File: config.mk
export PLATFORM = sky130hd
export DESIGN_NAME = tff_bank_ctrl
export DESIGN_NICKNAME = d
export VERILOG_FILES = /design/src/rtl/tff_bank_ctrl.sv
export SDC_FILE = /design/constraint.sdc
export NUM_CORES = 1
export LEC_CHECK = 0
export ABC_AREA = 1
export CELL_PAD_IN_SITES_DETAIL_PLACEMENT = 0
export CELL_PAD_IN_SITES_GLOBAL_PLACEMENT = 2
export CORE_ASPECT_RATIO = 2
export CORE_MARGIN = 2
export CORE_UTILIZATION = 25
export CTS_CLUSTER_SIZE = 8
export DETAILED_ROUTE_END_ITERATION = 12
export PLACE_DENSITY_LB_ADDON = 0.1
export SYNTH_ARGS = -nofsm -noshare
export SYNTH_HDL_FRONTEND = slang
export SYNTH_SLANG_ARGS = --single-unit
File: constraint.sdc
create_clock -name clock -period 3.98 [get_ports clock]
set_input_delay 0.597 -clock clock [delete_from_list [all_inputs] [get_ports clock]]
set_output_delay 0.597 -clock clock [all_outputs]
set_load 0.05 [all_outputs]
File: src/rtl/tff_bank_ctrl.sv
// tff_bank_ctrl
// Sequences an external bank of WIDTH T flip-flops through a counting run.
// A run is requested with start while idle; the length, wrap value and
// direction are captured at that moment. The bank is cleared for one cycle,
// then driven one count per cycle by toggling exactly the bits that differ
// between the present bank value and the desired next value.
// Optional feature macro: TFF_BANK_CTRL_DOWN_EN enables down-counting via dir.
// Without it the dir port is still present but has no effect.
module tff_bank_ctrl #(
   parameter int WIDTH = 4
) (
   input  logic             clock,
   input  logic             clear,
   input  logic             start,
   input  logic [WIDTH-1:0] count_len,
   input  logic [WIDTH-1:0] modulo,
   input  logic             dir,
   input  logic [WIDTH-1:0] q_fb,
   output logic [WIDTH-1:0] t_out,
   output logic             tff_clear,
   output logic             busy,
   output logic             done,
   output logic [WIDTH-1:0] steps_left
);

   typedef enum logic [1:0] {
      IDLE = 2'd0,
      INIT = 2'd1,
      RUN  = 2'd2,
      DONE = 2'd3
   } stateT;

   localparam logic [WIDTH-1:0] ONE = {{(WIDTH-1){1'b0}}, 1'b1};

   stateT            state;
   stateT            nextState;
   logic [WIDTH-1:0] moduloReg;
   logic [WIDTH-1:0] stepsReg;
   logic [WIDTH-1:0] nxtVal;
   logic             runStart;

`ifdef TFF_BANK_CTRL_DOWN_EN
   logic             dirReg;
`else
   logic             unusedDir;
   assign unusedDir = dir;
`endif

   assign runStart = (state == IDLE) && start;

   // State register. Clear wins over everything, including a start in the
   // same cycle, and drops a run in progress without ever reaching DONE.
   always_ff @(posedge clock) begin
      if (clear) begin
         state <= IDLE;
      end else begin
         state <= nextState;
      end
   end

   // Run parameters are only taken when a start is accepted from IDLE, so a
   // start arriving while busy cannot disturb the run already in progress.
`ifdef TFF_BANK_CTRL_DOWN_EN
   always_ff @(posedge clock) begin
      if (clear) begin
         moduloReg <= '0;
         dirReg    <= 1'b0;
      end else if (runStart) begin
         moduloReg <= modulo;
         dirReg    <= dir;
      end
   end
`else
   always_ff @(posedge clock) begin
      if (clear) begin
         moduloReg <= '0;
      end else if (runStart) begin
         moduloReg <= modulo;
      end
   end
`endif

   // The step counter doubles as the captured run length: it is loaded on
   // accept, sits still through INIT, and counts down once per RUN cycle so
   // it reaches zero exactly as the run enters DONE.
   always_ff @(posedge clock) begin
      if (clear) begin
         stepsReg <= '0;
      end else if (runStart) begin
         stepsReg <= count_len;
      end else if (state == RUN) begin
         stepsReg <= stepsReg - ONE;
      end
   end

   // Next-state decode. A zero-length run still passes through INIT so the
   // bank is cleared, then goes straight to DONE without any RUN cycles.
   always_comb begin
      nextState = state;
      case (state)
         IDLE: begin
            if (start) begin
               nextState = INIT;
            end
         end
         INIT: begin
            if (stepsReg != '0) begin
               nextState = RUN;
            end else begin
               nextState = DONE;
            end
         end
         RUN: begin
            if (stepsReg <= ONE) begin
               nextState = DONE;
            end
         end
         DONE: begin
            nextState = IDLE;
         end
         default: begin
            nextState = IDLE;
         end
      endcase
   end

   // Desired next bank value. Counting up wraps to zero once the bank has
   // reached the wrap value; counting down wraps from zero back to the wrap
   // value, and anything above the wrap value is pulled back to it.
`ifdef TFF_BANK_CTRL_DOWN_EN
   always_comb begin
      nxtVal = '0;
      if (dirReg) begin
         if ((q_fb == '0) || (q_fb > moduloReg)) begin
            nxtVal = moduloReg;
         end else begin
            nxtVal = q_fb - ONE;
         end
      end else begin
         if (q_fb >= moduloReg) begin
            nxtVal = '0;
         end else begin
            nxtVal = q_fb + ONE;
         end
      end
   end
`else
   always_comb begin
      nxtVal = '0;
      if (q_fb >= moduloReg) begin
         nxtVal = '0;
      end else begin
         nxtVal = q_fb + ONE;
      end
   end
`endif

   // A T flip-flop toggles when T is high, so driving the XOR of the present
   // and desired values makes the bank land on the desired value at the next
   // edge. Outside RUN, and whenever clear is up, the bank is left alone.
   always_comb begin
      t_out = '0;
      if ((state == RUN) && !clear) begin
         t_out = q_fb ^ nxtVal;
      end
   end

   assign tff_clear  = clear || (state == INIT);
   assign busy       = (state != IDLE);
   assign done       = (state == DONE) && !clear;
   assign steps_left = stepsReg;

endmodule

---- Word-level counts from Yosys, hierarchy flattened ----
Cells that the tools add are included.
word-level totals
  memories kept ........................... 0
  memory bits (writable) .................. 0
  input bits .............................. 16
  bits in registers ....................... 10
  memory bits (read-only) ................. 0
  latch bits .............................. 0
  logic and storage cells ................. 31
operators by class
  divide/modulo/power cells ............... 0
  $mul .................................... 0
  magnitude comparators ................... 2
  shift operators ......................... 0
  reduce and logical (&&, ||, !) cells .... 10
  muxes and demuxes ....................... 8
  bitwise logic cells ..................... 1
  equal/unequal tests ..................... 5
  $add $sub $neg .......................... 2
operator list
  cell                 count
  $mux 4               4
  $pmux 2 s4           1
  $add 4x1->4 const B  1
  $eq 2x2->1 const B   2
  $ge 4x4->1           1
  $le 4x1->1 const B   1
  $mux 2               2
  $ne 2x2->1 const B   2
  $reduce_bool 2->1    2
  $reduce_bool 4->1    1
  $sub 4x1->4 const B  1
  $xor 4x4->4          1
  $logic_and 1x1->1    3
  $eq 2x1->1 const B   1
  $logic_not 2->1      1
  $reduce_and 2->1     1
  $logic_not 1->1      1
  $logic_or 1x1->1     1
  $mux 1               1

---- Longest topological paths before layout ----
Gate-level depths: netlist of run 1.
  word-level depth ........................ 4
  depth in mapped cells ................... 9
  depth with buffers taken out ............ 9

---- Least setup slack after synthesis of run 1 ----
Ideal clock, no wire load.
  path kind ............................... input-to-output
  start ................................... input q_fb[3]
  end ..................................... output t_out[2]
  arrival time ............................ 2012 ps
  path buffers ............................ 0
  cell stages on the path ................. 6
  slack ................................... 1371 ps
  path through ............................ ha_1 nand2_1 inv_2 nand2_1 nand4_1 a21oi_1
on the way
  cells in the longest elaborated chain, start to end .. 4
ends and longest elaborated chain
  item                line  text
  start: declaration  18    input logic [WIDTH-1:0] q_fb,
  $ge 4x4->1          150   if (q_fb >= moduloReg) begin
  $mux 4              150
  $xor 4x4->4         164   t_out = q_fb ^ nxtVal;
  $mux 4              163   if ((state == RUN) && !clear) begin
  end: declaration    19    output logic [WIDTH-1:0] t_out,
No other way between the ends.

---- Worst setup path in the final report of run 1 ----
  start ................................... input q_fb[1]
  end ..................................... output t_out[2]
on the way
  cells in the longest elaborated chain, start to end .. 4
ends and longest elaborated chain
  item                                              line
  $add 4x1->4 / $ge 4x4->1 (equally long branches)  153, 150
  $mux 4 (*)                                        150
  $xor 4x4->4 (*)                                   164
  $mux 4 (*)                                        163
Mark *: on every way between the ends. The rest lies on a longest branch, timed or not.

==> results of run 1 <==
worst max-delay path, delay by kind of cell:
kind            cells  cell delay (ps)
compound gates      1              160
fa+ha+maj           1              350
buf+inv             2             1290
simple gates        4              340
kinds of logic (layout without fill, tap and decap cells):
| kind of cell | Yosys count | count (layout) |
|---|---|---|
| and+or+nand+nor | 49 | 49 |
| AOI/OAI and AO/OA | 23 | 23 |
| DFF | 10 | 10 |
| adders and majority gates | 11 | 11 |
| buffers and inverters | 24 | 52 |
placed cells by master, fill, tap and decap left out, types with 4 or more instances in the layout:
cell,netlist,final
inv_1,19,19
nand2_1,21,21
clkbuf_8,0,4
nand4_1,4,4
clkdlybuf4s50_1,0,25
dfxtp_1,10,10
nand3_1,4,4
nor2_1,9,9
a21oi_1,8,8
o21ai_0,5,5
ha_1,11,11
inv_2,4,4
worst max path at each step:
stage               startpoint        to  slack [ps]
finish                 q_fb[1]  t_out[2]         620
floorplan              q_fb[3]  t_out[2]        1370
global route           q_fb[1]  t_out[3]         450
CTS                    q_fb[3]  t_out[2]         600
global placement       q_fb[1]  t_out[2]         600
detailed placement     q_fb[3]  t_out[2]         610
state kept, by name (all words and copies together), names as in the netlist:
name,cells
steps_left,4
state,2
moduloReg,4
routing by layer:
layer	global-route usage [%]	vias up	share of wire (%)
met1	11.6	376	36
met2	23.5	20	58
met4	7.99	0	2.7
met5	0	-	0
li1	-	430	-
met3	1.51	6	3.0
power by group:
group          internal (mW)  switching [mW]  leakage, nW
sequential             0.135          0.0334       0.0827
clock                 0.0871          0.0419       0.0288
combinational          0.170           0.303        0.416
stage by stage:
| stage | total power, mW | setup WS, ps |
|---|---|---|
| floorplan | 0.523 | 1370 |
| global placement | 0.648 | 602 |
| detailed placement | 0.649 | 613 |
| CTS | 0.785 | 603 |
| global route | 0.841 | 450 |
| finish | 0.770 | 624 |
area by class of cell:
type,instances,area (sq um)
Tap cell,31,38.8
Multi-Input combinational cell,83,517
Fill cell,338,2010
Clock buffer,4,55.1
Sequential cell,10,200
Timing Repair Buffer,25,250
Inverter,23,86.3
==> impl_metrics.json, run 1 <==
{
  "status": "finished, final reports clean",
  "synth_top_family_by_area": "simple AND/OR/NAND/NOR gates",
  "setup_violations": 0,
  "track_usage_pct": 12.5,
  "post_cts_resized": 0,
  "min_delay_path_depth": 2,
  "tightest_slew_ps": 501,
  "synthFlopType": "dfxtp_1",
  "initial_core_util_pct": 25.8,
  "ios": 27,
  "worstHoldPathType": "flop to flop",
  "grt_pass1_vias": 818,
  "slew_headroom_pct": 66.5,
  "period_minus_slack_ps": 3360,
  "synth-adder-area-share_pct": 16.9,
  "synthesis.nets": 144,
  "synthMuxAreaShare_pct": 0,
  "row_count": 29,
  "synth_compound_area_share_pct": 17.2,
  "syn_area_per_cell_sq_um": 6.96,
  "start_kind": "input pin",
  "grt-ovfl-total": 0,
  "avgViaCountPerCell": 4.73,
  "maxCapViolCount": 0,
  "clock_latency_ps": 240,
  "synth-seq-area-share_pct": 24.6,
  "final_nets": 173,
  "wl_per_cell_um": 11.7,
  "p_leak_nw": 0.528,
  "clock-sinks": 10,
  "cts_root_buffer": "clkbuf_8",
  "reg2regPathDepth": 8,
  "clockBufferDepth": 2,
  "worstSetupPathType": "input pin to output port",
  "hold_buffers": 0,
  "areaGrowthSynthToFinish_pct": 40.9,
  "synth_edf_count": 0,
  "power.density_mw_per_mm2": 671,
  "synth-seq-cells": 10,
  "drt_first_pass_iters": 3,
  "wl_um": 2060,
  "async_flop_share_pct": 0,
  "finalInstanceArea_sq_mm": 0.00115,
  "ant_nets": 0,
  "drive_gt1_share_pct": 15.2,
  "mappedNetlistArea_sq_um": 815,
  "cts_setup_buffers": 0,
  "yosysTopAreaCellShare_pct": 24.6,
  "rsz0062_at_grt": "no",
  "cpPeakStageDelay_ps": 810,
  "synth_top_area_cell": "dfxtp_1",
  "synth_warnings": 0,
  "finalMaxSlewViolations": 0,
  "vias": 832,
  "final_core_util_pct": 36.3,
  "grt_pass1_wl_um": 3410,
  "regToRegSetupSlack_ps": 2490,
  "holdWs_ps": 456,
  "setup-tns-final_ps": 0,
  "hp-start": "moduloReg[2]",
  "holdPathEnd": "moduloReg[2]",
  "r2r-start": "state[0]",
  "crit_chain": "clkdlybuf4s50_1 > ha_1 > nand2_1 > nand2_1 > nand2_1 > nand4_1 > a21oi_1 > clkdlybuf4s50_1",
  "die_x_um": 44.4,
  "netlist_top_cells_area": "dfxtp_1, ha_1, nand2_1",
  "place_area_sq_mm": 0.00109,
  "irDropWorstVdd_uv": 335,
  "place_hpwl_um": 1700,
  "drcViolationCount": 0,
  "synth.most_common_cell": "nand2_1",
  "cp_common_cell": "nand2_1",
  "placed_cells": 172,
  "critPathSlowestCell": "clkdlybuf4s50_1",
  "io_buffer_count": 25,
  "cts.htree.levels": 1,
  "grt_antenna_before_repair": 0,
  "diodes": 0,
  "core-area_sq_mm": 0.00316,
  "fp.dieArea_sq_mm": 0.00376,
  "cts_buffers": 3,
  "fin_skew_ps": 6.71,
  "globalplace.congestion": 0.708,
  "ys_types": 23,
  "max_freq_mhz": 298,
  "finalHoldViolations": 0,
  "drt_iter0_drc": 4,
  "crit_path_end_kind": "output port",
  "crit_path_max_fanout": 4,
  "synth_cells": 117,
  "clk_pin_slew_ps": 50,
  "synth_commonest_cells": "nand2_1, inv_1, ha_1",
  "tritoncts": "built",
  "yosys.area_share.simple_pct": 29.3,
  "worstPathRequired_ps": 3380,
  "synth_xor_xnor_area_share_pct": 0,
  "rr_endpoint": "steps_left[0]",
  "instances_no_fill": 176,
  "grt_max_degree": 16,
  "die_h_um": 84.7,
  "worstPathArrival_ps": 2760,
  "fin_crit_sh_pct": 84.3
}
Power figures use the tool's default switching activity.
==> run 2: changes to the inputs <==
CORE_UTILIZATION = 23   (was 25)
clock period = 3.38 ns   (was 3.98 ns; I/O delays follow)
==> run 2 against run 1 <==
Clock power decreased by 6%. Cell count stayed put. Global-route usage shrank 0.63 points. Sequential cell count stayed put. Via count fell by 1.2%. Worst setup slack gained 160 ps. Sequential power increased by 18%. First-iteration DRC count grew to 2.5 times the previous value. Sequential share of layout area increased by 0.35 points. Non-clock buffer count stayed put. Worst hold slack better by 1.9 ps. Largest cell class unchanged.
==> impl_metrics.json, run 2 (synthesized netlist as in run 1, its figures left out) <==
{
  "drcViolationCount": 0,
  "grtUsageMet2_pct": 22.6,
  "worstPathArrival_ps": 2090,
  "clock_latency_ps": 230,
  "maxCapViolCount": 0,
  "power.internal_uw": 435,
  "fp.dieArea_sq_mm": 0.00406,
  "die_x_um": 46.1,
  "worstSetupPathType": "input pin to output port",
  "reg2regPathDepth": 8,
  "p_sw_share_pct": 50.2,
  "row_count": 30,
  "grt_max_degree": 16,
  "worstPathRequired_ps": 2870,
  "finalMaxSlewViolations": 0,
  "diodes": 0,
  "cpPeakStageDelay_ps": 490,
  "setup-tns-final_ps": 0,
  "rr_endpoint": "steps_left[0]",
  "globalplace.congestion": 0.698,
  "power_uw": 874,
  "finalHoldViolations": 0,
  "drt_first_pass_iters": 4,
  "path_buf_inv": 2,
  "grt_pass1_vias": 824,
  "max_freq_mhz": 385,
  "cts_buffers": 3,
  "crit_chain": "clkdlybuf4s50_1 > ha_1 > nand2_1 > nand2_1 > nand2_1 > nand4_1 > a21oi_1 > buf_4",
  "io_buffer_count": 25,
  "finalInstanceArea_sq_mm": 0.00112,
  "setup_ws_ps": 780,
  "clkPwrFrac_pct": 13.8,
  "tritoncts": "built",
  "instances_no_fill": 176,
  "core-area_sq_mm": 0.00338,
  "clk_pin_slew_ps": 40,
  "crit_path_end_kind": "output port",
  "initial_core_util_pct": 24.1,
  "rsz0062_at_grt": "no",
  "avgViaCountPerCell": 4.67,
  "setup_violations": 0,
  "clock-sinks": 10,
  "grt-ovfl-total": 0,
  "tightest_slew_ps": 496,
  "ant_nets": 0,
  "cts_setup_buffers": 0,
  "wl_per_cell_um": 12.0,
  "cts_root_buffer": "clkbuf_8",
  "power.density_mw_per_mm2": 777,
  "track_usage_pct": 11.9,
  "hold_buffers": 0,
  "crit_path_max_fanout": 4,
  "min_delay_path_depth": 2,
  "grt_antenna_before_repair": 0,
  "crit_family": "buffers and inverters",
  "die_h_um": 88.2,
  "regToRegSetupSlack_ps": 1870,
  "irDropWorstVdd_uv": 308,
  "p_seq_share_pct": 22.7,
  "hp-start": "moduloReg[2]",
  "drive_gt1_share_pct": 17.4,
  "vias": 822,
  "busiest_layer": "met2",
  "drt_iter0_drc": 10,
  "areaGrowthSynthToFinish_pct": 38.1,
  "holdWs_ps": 458,
  "fin_crit_sh_pct": 76.9,
  "placed_cells": 173,
  "start_kind": "input pin",
  "cts.htree.levels": 1,
  "gr-usage-met3_pct": 1.24,
  "place_area_sq_mm": 0.00108,
  "period_minus_slack_ps": 2600,
  "globalRouteMet1Util_pct": 11.4,
  "final_core_util_pct": 33.3,
  "most-common-layout-cells": "nand2_1, clkdlybuf4s50_1, inv_1",
  "slew_headroom_pct": 66.8,
  "r2r-start": "state[0]",
  "final_nets": 173,
  "pre_cts_ws_ps": 768,
  "fin_skew_ps": 2.48,
  "ios": 27,
  "p_comb_share_pct": 63.4,
  "holdPathEnd": "moduloReg[2]",
  "worstHoldPathType": "flop to flop",
  "status": "finished, final reports clean",
  "clockBufferDepth": 2,
  "grt_pass1_wl_um": 3460,
  "cp_common_cell": "nand2_1",
  "power_switching_uw": 438,
  "critPathSlowestCell": "clkdlybuf4s50_1",
  "place_hpwl_um": 1790,
  "post_cts_resized": 0,
  "wl_um": 2100,
  "p_leak_nw": 0.528
}
## run 2: routing by layer
layer	vias up	wire, um
met2	17	1250
met3	2	48
li1	432	-
met1	371	776
met5	-	0
met4	0	25
## run 2: worst register-to-register path, stage by stage (launching register included)
cell and delay (ps):
dfxtp_1 420, inv_1 120, ha_1 270, nand2_4 190, inv_2 100, nand2_1 60
o21ai_0 70, o21ai_1 120, inv_1 50
## run 2: area by class of cell
class / instances / area [sq um]
Multi-Input combinational cell: 83 / 517
Tap cell: 32 / 40.0
Clock buffer: 3 / 41.3
Timing Repair Buffer: 25 / 240
Inverter: 23 / 86.3
Fill cell: 396 / 2250
Sequential cell: 10 / 200
## run 2: power groups by stage
stage	Sequential [mW]	Combinational (mW)	Clock [mW]
final	0.199	0.554	0.121
after global routing	0.206	0.614	0.132
after CTS	0.201	0.564	0.126
after detailed placement	0.203	0.562	0
after global placement	0.202	0.561	0
after floorplan	0.255	0.361	0
## run 2: how the worst max path moves through the flow
stage / startpoint / endpoint / cells past startpoint / slack (ps)
floorplan: q_fb[3] / t_out[2] / 6 / 950
global placement: q_fb[1] / t_out[2] / 8 / 770
detailed placement: clear / tff_clear / 3 / 770
CTS: q_fb[1] / t_out[2] / 8 / 770
global route: q_fb[1] / t_out[3] / 8 / 680
finish: q_fb[1] / t_out[2] / 8 / 780
